### config.mk
export PLATFORM = sky130hd
export DESIGN_NAME = seg_scan_mux_flat
export DESIGN_NICKNAME = d
export VERILOG_FILES = /design/src/rtl/seg_scan_mux_if.sv /design/src/rtl/seg_scan_mux.sv /design/src/flat_wrapper.sv
export SDC_FILE = /design/constraint.sdc
export NUM_CORES = 1
export LEC_CHECK = 0
export CORE_MARGIN = 5
export CORE_UTILIZATION = 40
export CTS_CLUSTER_SIZE = 20
export DETAILED_ROUTE_END_ITERATION = 10
export GPL_ROUTABILITY_DRIVEN = 0
export PLACE_DENSITY = 0.72
export SKIP_CTS_REPAIR_TIMING = 1
export SLEW_MARGIN = 20
export SYNTH_ARGS = -nofsm -noshare
export SYNTH_HDL_FRONTEND = slang
export SYNTH_SLANG_ARGS = --single-unit
### constraint.sdc
create_clock -name clk -period 2.12 [get_ports clk]
set_input_delay 0.424 -clock clk [delete_from_list [all_inputs] [get_ports clk]]
set_output_delay 0.424 -clock clk [all_outputs]
set_load 0.01 [all_outputs]
### src/rtl/seg_scan_mux_if.sv
// Digit data/mask in, segment/anode drive and frame pulse out, for the N-digit scanner.
interface seg_scan_mux_if #(
    parameter int NUM_DIGITS = 4
);
    localparam int IDX_W = $clog2(NUM_DIGITS);

    logic [NUM_DIGITS*8-1:0] digits_in;
    logic [NUM_DIGITS-1:0]   digit_mask;
    logic [7:0]              seg_out;
    logic [NUM_DIGITS-1:0]   seg_enable;
    logic [IDX_W-1:0]        digit_idx;
    logic                    frame_tick;

    modport master (
        output digits_in, digit_mask,
        input  seg_out, seg_enable, digit_idx, frame_tick
    );

    modport slave (
        input  digits_in, digit_mask,
        output seg_out, seg_enable, digit_idx, frame_tick
    );
endinterface

### src/rtl/seg_scan_mux.sv
// N-digit seven-segment scanner with mask skip, per-slot blanking and tear-free latching.
// Latency: pattern latched at slot cycle BLANK, shown the same cycle; no backpressure (free-running scan).
module seg_scan_mux #(
    parameter int NUM_DIGITS = 4,
    parameter int PERIOD     = 10_000,
    parameter int BLANK      = 64
) (
    input  logic          clk,
    input  logic          rst,
    seg_scan_mux_if.slave bus
);
    localparam int IDX_W = $clog2(NUM_DIGITS);

    logic [15:0]      cnt;
    logic [IDX_W-1:0] idx;
    logic [7:0]       lat;

    logic             slot_end;
    logic             show;
    logic             hi_found;
    logic [IDX_W-1:0] hi_idx;
    logic [IDX_W-1:0] lo_idx;
    logic [IDX_W-1:0] next_idx;

    assign slot_end = (cnt == 16'(PERIOD - 1));

    // Descending scan: the last hit is the smallest enabled index, above idx or overall.
    always_comb begin
        hi_found = 1'b0;
        hi_idx   = '0;
        lo_idx   = '0;
        for (int j = NUM_DIGITS - 1; j >= 0; j--) begin
            if (bus.digit_mask[j]) begin
                lo_idx = IDX_W'(j);
                if (j > int'(idx)) begin
                    hi_found = 1'b1;
                    hi_idx   = IDX_W'(j);
                end
            end
        end
        next_idx = hi_found ? hi_idx : lo_idx;
    end

    always_ff @(posedge clk) begin
        if (rst) begin
            cnt <= '0;
            idx <= '0;
            lat <= 8'h00;
        end else begin
            if (slot_end) begin
                cnt <= '0;
                idx <= next_idx;
            end else begin
                cnt <= cnt + 16'd1;
            end
            if (cnt == 16'(BLANK - 1)) begin
                lat <= bus.digits_in[{idx, 3'b000} +: 8];
            end
        end
    end

    assign show = (cnt >= 16'(BLANK)) && bus.digit_mask[idx];

    assign bus.seg_out    = show ? lat : 8'h00;
    assign bus.seg_enable = show ? ~(NUM_DIGITS'(1) << idx) : {NUM_DIGITS{1'b1}};
    assign bus.digit_idx  = idx;
    assign bus.frame_tick = slot_end && (next_idx <= idx);
endmodule

### src/flat_wrapper.sv
// flat-port wrapper written by rule: the top's interface ports become plain ports
module seg_scan_mux_flat 
#(
    parameter int NUM_DIGITS = 4,
    parameter int PERIOD     = 10_000,
    parameter int BLANK      = 64
)
  (clk, rst, bus_digits_in, bus_digit_mask, bus_seg_out, bus_seg_enable, bus_digit_idx, bus_frame_tick);
  seg_scan_mux_if #(.NUM_DIGITS(NUM_DIGITS)) bus_i ();
  input  logic clk;
  input  logic rst;
  input wire logic [$bits(bus_i.digits_in)-1:0] bus_digits_in;
  input wire logic [$bits(bus_i.digit_mask)-1:0] bus_digit_mask;
  output wire logic [$bits(bus_i.seg_out)-1:0] bus_seg_out;
  output wire logic [$bits(bus_i.seg_enable)-1:0] bus_seg_enable;
  output wire logic [$bits(bus_i.digit_idx)-1:0] bus_digit_idx;
  output wire logic [$bits(bus_i.frame_tick)-1:0] bus_frame_tick;
  assign bus_i.digits_in = bus_digits_in;
  assign bus_i.digit_mask = bus_digit_mask;
  assign bus_seg_out = bus_i.seg_out;
  assign bus_seg_enable = bus_i.seg_enable;
  assign bus_digit_idx = bus_i.digit_idx;
  assign bus_frame_tick = bus_i.frame_tick;
  seg_scan_mux #(.NUM_DIGITS(NUM_DIGITS), .PERIOD(PERIOD), .BLANK(BLANK)) u_core (.clk(clk), .rst(rst), .bus(bus_i));
endmodule
# == Yosys cells after proc, flatten, opt, wreduce, memory -nomap -nowiden ==
# Cells that the tools add are included.
# W data, S select, Z words.
# word_totals
ff_bits,26
# classes
add_sub_neg,1
order_cmp,6
n_eq_ne,2
shifts,2
muxes,21
bitwise_logic,1
reduce_logical,3
# ops
op,count
$shiftx A32 B6 Y8,1
$mux W2,11
$add A16 B1 Y16 const B,1
$eq A16 B14 Y1 const B,1
$eq A16 B6 Y1 const B,1
$ge A16 B7 Y1 const B,1
$mux W8,1
$mux W1,7
$gt A2 B2 Y1 const A,2
$mux W4,1
$not A4 Y4,1
$shl A1 B2 Y4 const A,1
$lt A2 B3 Y1 const B,1
$bmux W1 S2,1
$gt A1 B2 Y1 const A,1
$le A2 B2 Y1,1
$logic_and A1 B1 Y1,2
$reduce_or A2 Y1,1

# == Logic depth before layout (Yosys ltp) ==
# Gate-level depths: netlist of the first run.
# logic_depth
word_depth,10
depth_mapped,9
ltp_nobuf,8

# == Least setup slack after synthesis of the first run ==
# No wires, ideal clock.
# synth_path
kind,flip-flop to output port
startpoint,"register u_core.idx[1], in the netlist u_core.bus.digit_idx[1]"
endpoint,output bus_frame_tick
t_arrival_ns,1.651
setup_slack_ns,0.045
stages_incl_launch_ff,8
path_buffers,2
cell_sequence,dfxtp_1 buf_2 buf_1 inv_1 ha_1 a21oi_1 a21oi_1 nor2_1
# synth_between
elab_chain_len,10
elab_cells_between_ends,18
cone_classes,4 x order compare; 13 x mux; 1 x reduce/logical
# synth_lines
element,line,text
start: declaration,seg_scan_mux.sv:15,logic [IDX_W-1:0] idx;
start signal: assignment,seg_scan_mux.sv:52,idx <= next_idx;
$gt A2 B2 Y1,seg_scan_mux.sv:35,if (j > int'(idx)) begin
$mux W2 / $mux W1 (equally long branches),seg_scan_mux.sv:35,
$mux W2 / $mux W1 (equally long branches),seg_scan_mux.sv:33,if (bus.digit_mask[j]) begin
$mux W2 / $mux W1 (equally long branches),seg_scan_mux.sv:35,
$mux W2 / $mux W1 (equally long branches),seg_scan_mux.sv:33,
$mux W2 / $mux W1 (equally long branches),seg_scan_mux.sv:35,
$mux W2 / $mux W1 (equally long branches),seg_scan_mux.sv:33,
$mux W2,seg_scan_mux.sv:41,next_idx = hi_found ? hi_idx : lo_idx;
$le A2 B2 Y1 *,seg_scan_mux.sv:67,assign bus.frame_tick = slot_end && (next_idx <= idx);
$logic_and A1 B1 Y1 *,seg_scan_mux.sv:67,
end: declaration,flat_wrapper.sv:17,output wire logic [$bits(bus_i.frame_tick)-1:0] bus_frame_tick;
# Every way passes the cells marked *; elsewhere a longest branch is shown, timed or not.

# == Worst setup path in the final report of the first run ==
# layout_path
startpoint,register u_core.cnt[7]
endpoint,output bus_seg_out[7]
# layout_between
elab_chain_len,3
# layout_lines
element,line,text
start: declaration,seg_scan_mux.sv:14,logic [15:0] cnt;
start signal: assignment,seg_scan_mux.sv:54,cnt <= cnt + 16'd1;
$ge A16 B7 Y1,seg_scan_mux.sv:62,assign show = (cnt >= 16'(BLANK)) && bus.digit_mask[idx];
$logic_and A1 B1 Y1,seg_scan_mux.sv:62,
$mux W8,seg_scan_mux.sv:64,assign bus.seg_out = show ? lat : 8'h00;
end: declaration,flat_wrapper.sv:14,output wire logic [$bits(bus_i.seg_out)-1:0] bus_seg_out;
# Every way passes these cells.

==> metrics.csv, run 1 <==
metric;value;unit
cp_max_fo;3;
crit_required;1.70;ns
cts.path.max_buffers;2;
rsz0062_at_grt;yes;
finalHoldWorstSlack;0.4944;ns
sw_frac_of_total;0.2033;
area_growth;56.20;%
synth.distinct_cells;38;
synth_fa_ha_area_frac;0.03221;
coreArea;3716;µm²
drt_wl_total;3.963;mm
drc;0;
layoutNonFillerInstCount;295;
yosys_register_bits;26;
synthMuxAreaShare;0.1739;
drv_slew;0;
postSynthNetCount;209;
hpwlAfterDp;3.081;mm
arrival;1.95;ns
worst-slew-pin-transition;0.3544;ns
syn_inst;167;
dieArea;5232;µm²
nNetsFinal;291;
track_usage;0.1426;
crit_path_start_kind;flop;
routed_via_density;5.014;
grt_util_met3;0.03878;
power_frac_seq;0.554;
vias;1479;
start_util;0.4182;
powerDensity;368.2;nW/µm²
endpoint_kind;output port;
violations;setup timing;
final_common_cell;clkdlybuf4s50_1;
yosysWarnings;0;
synthFlopType;dfxtp_1;
yosys.area_share.simple;0.2593;
drive_gt1_frac;0.3198;
power_frac_comb;0.147;
synth-compound-area-share;0.05958;
synth_top_family_by_area;simple AND/OR/NAND/NOR gates;
wire_per_inst;13.43;µm
async_flop_share;0;
p_sw;181.7;µW
overflow;0;
peakVddDrop;0.0002778;V
cts_buffers;3;
drtPass1Iterations;4;
grt_pass1_wl;5.961;mm
status;complete, but fails checks;
grt-busiest-layer;met2;
port-buffer-count;52;
grtUsageMet2;0.2720;
drv_cap;0;
grt_pass1_vias;1441;
syn_avg_cell_area;9.305;µm²
cts_tree;done;
hold_viol_final;0;
num_io_pins;53;
slew_headroom;0.7616;
clkPwrFrac;0.299;
setup_viol;13;
drtAntennaViolNets;0;
syn_area;1554;µm²
clk_latency;0.26;ns
finClkSkew;0.001320;ns
total_power;893.6;µW
critical_path_class;flop to output port;
clk_pin_slew_worst_paths;0.08;ns
intPower;711.9;µW
timing.final.ws_setup;-0.2571;ns
synth_edf_count;0;
fmax;0.4207;GHz
timing.final.crit_share;1.121;
grt_max_degree;15;
antenna_found_initial;0;
htree_levels;1;
global_route.usage.met1;0.1462;
die_x;72.33;µm
drtIter0Drc;62;
min_period;2.377;ns
synth-xor-area-share;0.07890;
cts-root-buf;clkbuf_8;
layout_common_cells;clkdlybuf4s50_1 (35), buf_4 (31), nor2_1 (29);
antenna-diode-count;0;
p_leak;0.001006;µW
row_count;22;
seq_area_frac_synth;0.3349;
dp_cells;286;
dieHeight;72.33;µm
hold_path.class;flop to flop;
cts.sinks;26;
==> critical path: stages (launching register included) <==
cell and delay (ns):
dfxtp_2 0.33, or4_4 0.56, nor2_4 0.12, a221oi_2 0.06, buf_4 0.16, buf_6 0.11
buf_6 0.10, and2_4 0.12, buf_6 0.11
==> worst paths after layout <==
check / start / end / slack [ns] / depth (start not counted)
worst min-delay path: u_core.lat[5]$_SDFFE_PP0N_ / u_core.lat[5]$_SDFFE_PP0N_ / 0.49 / 2
worst min register to register: u_core.lat[5]$_SDFFE_PP0N_ / u_core.lat[5]$_SDFFE_PP0N_ / 0.49 / 2
worst max register to register: u_core.cnt[7]$_SDFF_PP0_ / u_core.cnt[14]$_SDFF_PP0_ / 0.26 / 6
worst max-delay path: u_core.cnt[7]$_SDFF_PP0_ / bus_seg_out[7] / -0.26 / 8
==> final cells by class <==
cell class | instances | area [µm²]
Clock buffer | 3 | 41.29
Inverter | 8 | 30.03
Multi-Input combinational cell | 124 | 997.2
Timing Repair Buffer | 86 | 775.7
Fill cell | 312 | 1289
Sequential cell | 26 | 523.0
Tap cell | 48 | 60.06
==> state kept, by name, indices dropped and copies added, names as in the netlist <==
name	flops
u_core.cnt	16
u_core.bus.digit_idx	2
u_core.lat	8
==> cell families after synthesis <==
logic type,count (synthesis)
xor+xnor,14
simple gates,76
buf+inv,17
flops,26
compound gates,13
mux,17
fa+ha+maj,4
==> metal layers <==
| metal | wire length [µm] | part of all wire | vias to the layer above |
|---|---|---|---|
| li1 | - | - | 745 |
| met3 | 342 | 0.086 | 5 |
| met2 | 1918 | 0.48 | 50 |
| met4 | 48 | 0.012 | 0 |
| met5 | 0 | 0 | - |
| met1 | 1654 | 0.42 | 679 |
==> synthesized netlist by cell type (all sizes together) (2+ instances only) <==
library cell / number / share of area
nor2: 30 / 0.072
dfxtp: 26 / 0.33
xnor2: 12 / 0.068
mux2i: 9 / 0.058
nand3: 9 / 0.029
and2: 8 / 0.032
inv: 8 / 0.019
mux4: 8 / 0.12
a21oi: 5 / 0.016
clkbuf: 5 / 0.026
nand2: 5 / 0.012
nor4: 5 / 0.030
buf: 4 / 0.016
ha: 4 / 0.032
nor3: 4 / 0.013
a21o: 3 / 0.016
nand3b: 3 / 0.014
nand4: 3 / 0.012
nor2b: 2 / 0.0081
xor2: 2 / 0.011
==> through the flow <==
stage               worst slack, ns  utilization  TNS (ns)  cell area [µm²]
floorplan                   0.04480            -         0             1554
global placement            -0.6836       0.6135    -7.122             2280
detailed placement          -0.7020       0.6135    -7.274             2280
CTS                         -0.7086       0.6246    -7.319             2321
global route                -0.3249       0.6532    -2.887             2427
finish                      -0.2571       0.6532    -2.013             2427
==> power by group through the flow <==
stage | Combinational (µW) | Sequential, µW | Clock, µW
floorplan | 39.4 | 509 | 0
detailed placement | 128 | 507 | 0
global route | 142 | 496 | 304
global placement | 126 | 507 | 0
CTS | 129 | 495 | 281
finish | 132 | 495 | 267
(Power assumes the default switching activity.)
==> inputs of run 2 (changes only) <==
==> constraint.sdc (replaced) <==
create_clock -name clk -period 2.4 [get_ports clk]
set_input_delay 0.48 -clock clk [delete_from_list [all_inputs] [get_ports clk]]
set_output_delay 0.48 -clock clk [all_outputs]
set_load 0.01 [all_outputs]
==> run 2 against run 1 <==
Die area unchanged. Critical path type unchanged. Setup slack gained 0.27 ns. The run now ends clean. Sequential share of layout area rose by 1.2 points. Register-to-register slack better by 0.20 ns. Utilization down 3.6 points. Clock-buffer cell count is the same.
==> metrics.csv, run 2 (synthesized netlist as in run 1, its figures left out) <==
metric;value;unit;change
status;finished clean;;
endpoint_kind;output port;;
crit_required;1.92;ns;+0.22 ns
detailed_place.area;2197;µm²;-3.6%
crit_path_start_kind;flop;;
dieArea;5232;µm²;unchanged
hold_path_depth;2;;unchanged
cts_buffers;3;;unchanged
dieHeight;72.33;µm;unchanged
start_util;0.4182;;unchanged
crit_chain;or4_4 > nor2_4 > a221oi_2 > buf_4 > buf_4 > and2_1 > clkbuf_2;;
arrival;1.90;ns;-0.05 ns
drtPass1Iterations;6;;+2
drive_gt1_frac;0.2500;;-0.06984
area_growth;47.67;%;
layout_common_cells;clkdlybuf4s50_1 (35), nor2_1 (29), dfxtp_1 (24);;
powerDensity;342.5;nW/µm²;-7.0%
p_leak;0.0009676;µW;-3.8%
largest_reg_flops;16;;unchanged
drv_cap;0;;unchanged
grt_pass1_vias;1378;;-4.4%
cp_common_cell;buf_4;;
peakVddDrop;0.0002402;V;-14%
slew_headroom;0.6179;;-0.1437
nNetsFinal;280;;-3.8%
drtAntennaViolNets;0;;unchanged
row_count;22;;unchanged
setup_tns;0;ns;+2.013 ns
reg2reg_depth;4;;-2
cts.path.max_buffers;2;;unchanged
final_area;2295;µm²;-5.5%
hpwlAfterDp;2.947;mm;-4.3%
drtIter0Drc;27;;-56%
drv_slew;0;;unchanged
die_x;72.33;µm;unchanged
cts-root-buf;clkbuf_8;;
finClkSkew;0.002901;ns;+0.001582 ns
rsz0062_at_grt;yes;;
coreArea;3716;µm²;unchanged
final_common_cell;clkdlybuf4s50_1;;
timing.final.crit_share;0.9935;;
cts_tree;done;;
hold_viol_final;0;;unchanged
min_period;2.384;ns;
drc;0;;unchanged
hold_path.class;flop to flop;;
worst-slew-pin-transition;0.5702;ns;+0.2158 ns
clk_latency;0.27;ns;about the same
fillers;335;;+7.4%
routed_via_density;4.912;;-2.0%
critical_path_class;flop to output port;;
port-buffer-count;52;;unchanged
cp_slowest_cell;or4_4;;
fmax;0.4194;GHz;
grt_max_degree;16;;+1
regArea;523.0;µm²;unchanged
num_io_pins;53;;unchanged
regMostFlops;u_core.cnt;;
vias;1395;;-5.7%
cp_max_fo;4;;+1
critPathMaxStageDelay;0.57;ns;about the same
track_usage;0.1402;;-0.002350
drt_wl_total;3.790;mm;-4.4%
overflow;0;;unchanged
clk_pin_slew_worst_paths;0.08;ns;about the same
htree_levels;1;;unchanged
antenna_found_initial;0;;unchanged
cts.sinks;26;;unchanged
multi_input_area;979.7;µm²;-1.8%
wire_per_inst;13.35;µm;-0.66%
grt_pass1_wl;5.975;mm;+0.23%
antenna-diode-count;0;;unchanged
setup_viol;0;;-13
==> run 2: cell count changes in the layout (fill, tap and decap cells not counted), moves of 2 or more <==
cell | before | now
dlymetal6s2s_1 | 4 | 7
buf_4 | 31 | 23
buf_6 | 10 | 0
nand3_2 | 2 | 0
nand3_1 | 7 | 9
buf_2 | 3 | 1
and2_4 | 4 | 0
and2_1 | 4 | 8
clkbuf_2 | 3 | 9
==> run 2: final timing paths <==
kind	startpoint	to	slack (ns)
worst max-delay path	u_core.cnt[7]$_SDFF_PP0_	bus_seg_out[3]	0.02
worst min-delay path	u_core.lat[2]$_SDFFE_PP0N_	u_core.lat[2]$_SDFFE_PP0N_	0.49
worst max register to register	u_core.cnt[7]$_SDFF_PP0_	u_core.lat[7]$_SDFFE_PP0N_	0.46
worst min register to register	u_core.lat[2]$_SDFFE_PP0N_	u_core.lat[2]$_SDFFE_PP0N_	0.49
==> run 2: report_power, final <==
part | switching, µW | total, µW | internal, µW | leakage, µW
clock network | 125 | 237 | 112 | 0.0000216
registers | 3.86 | 439 | 435 | 0.000211
logic | 32.4 | 109 | 77.0 | 0.000735
total | 161 | 786 | 625 | 0.000968
==> run 2: layer usage <==
metal / track usage / vias up / wire length, µm
met3: 0.03463 / 3 / 290
met4: 0.03758 / 0 / 33
li1: - / 721 / -
met2: 0.2386 / 37 / 1750
met1: 0.1759 / 634 / 1716
met5: 0 / - / 0
==> run 2: through the flow <==
step	power [µW]	hold slack, ns	cells	setup WS (ns)	utilization
2_1_floorplan	484.1	0.4409	167	0.2688	-
5_1_grt	822.1	0.5202	284	-0.06550	0.6175
6_report	785.8	0.4926	284	0.01559	0.6175
4_1_cts	794.6	0.4973	278	-0.5464	0.6024
3_5_place_dp	556.1	0.4782	275	-0.5280	0.5912
3_3_place_gp	553.7	0.4674	275	-0.5189	0.5912
==> run 2: area by class of cell <==
| cell class | count | share of cell area |
|---|---|---|
| inverters | 8 | 0.01309 |
| clock buffers | 3 | 0.01799 |
| multi-input cells | 124 | 0.4269 |
| well taps | 48 | 0.02617 |
| repair buffers | 75 | 0.2879 |
| flip-flops and latches | 26 | 0.2279 |
==> run 2: worst max-delay path: cells and delay by family (launching register included) <==
kind	cells	cell delay (ns)
compound gates	1	0.07
flops	1	0.33
simple gates	3	0.82
buf+inv	3	0.41
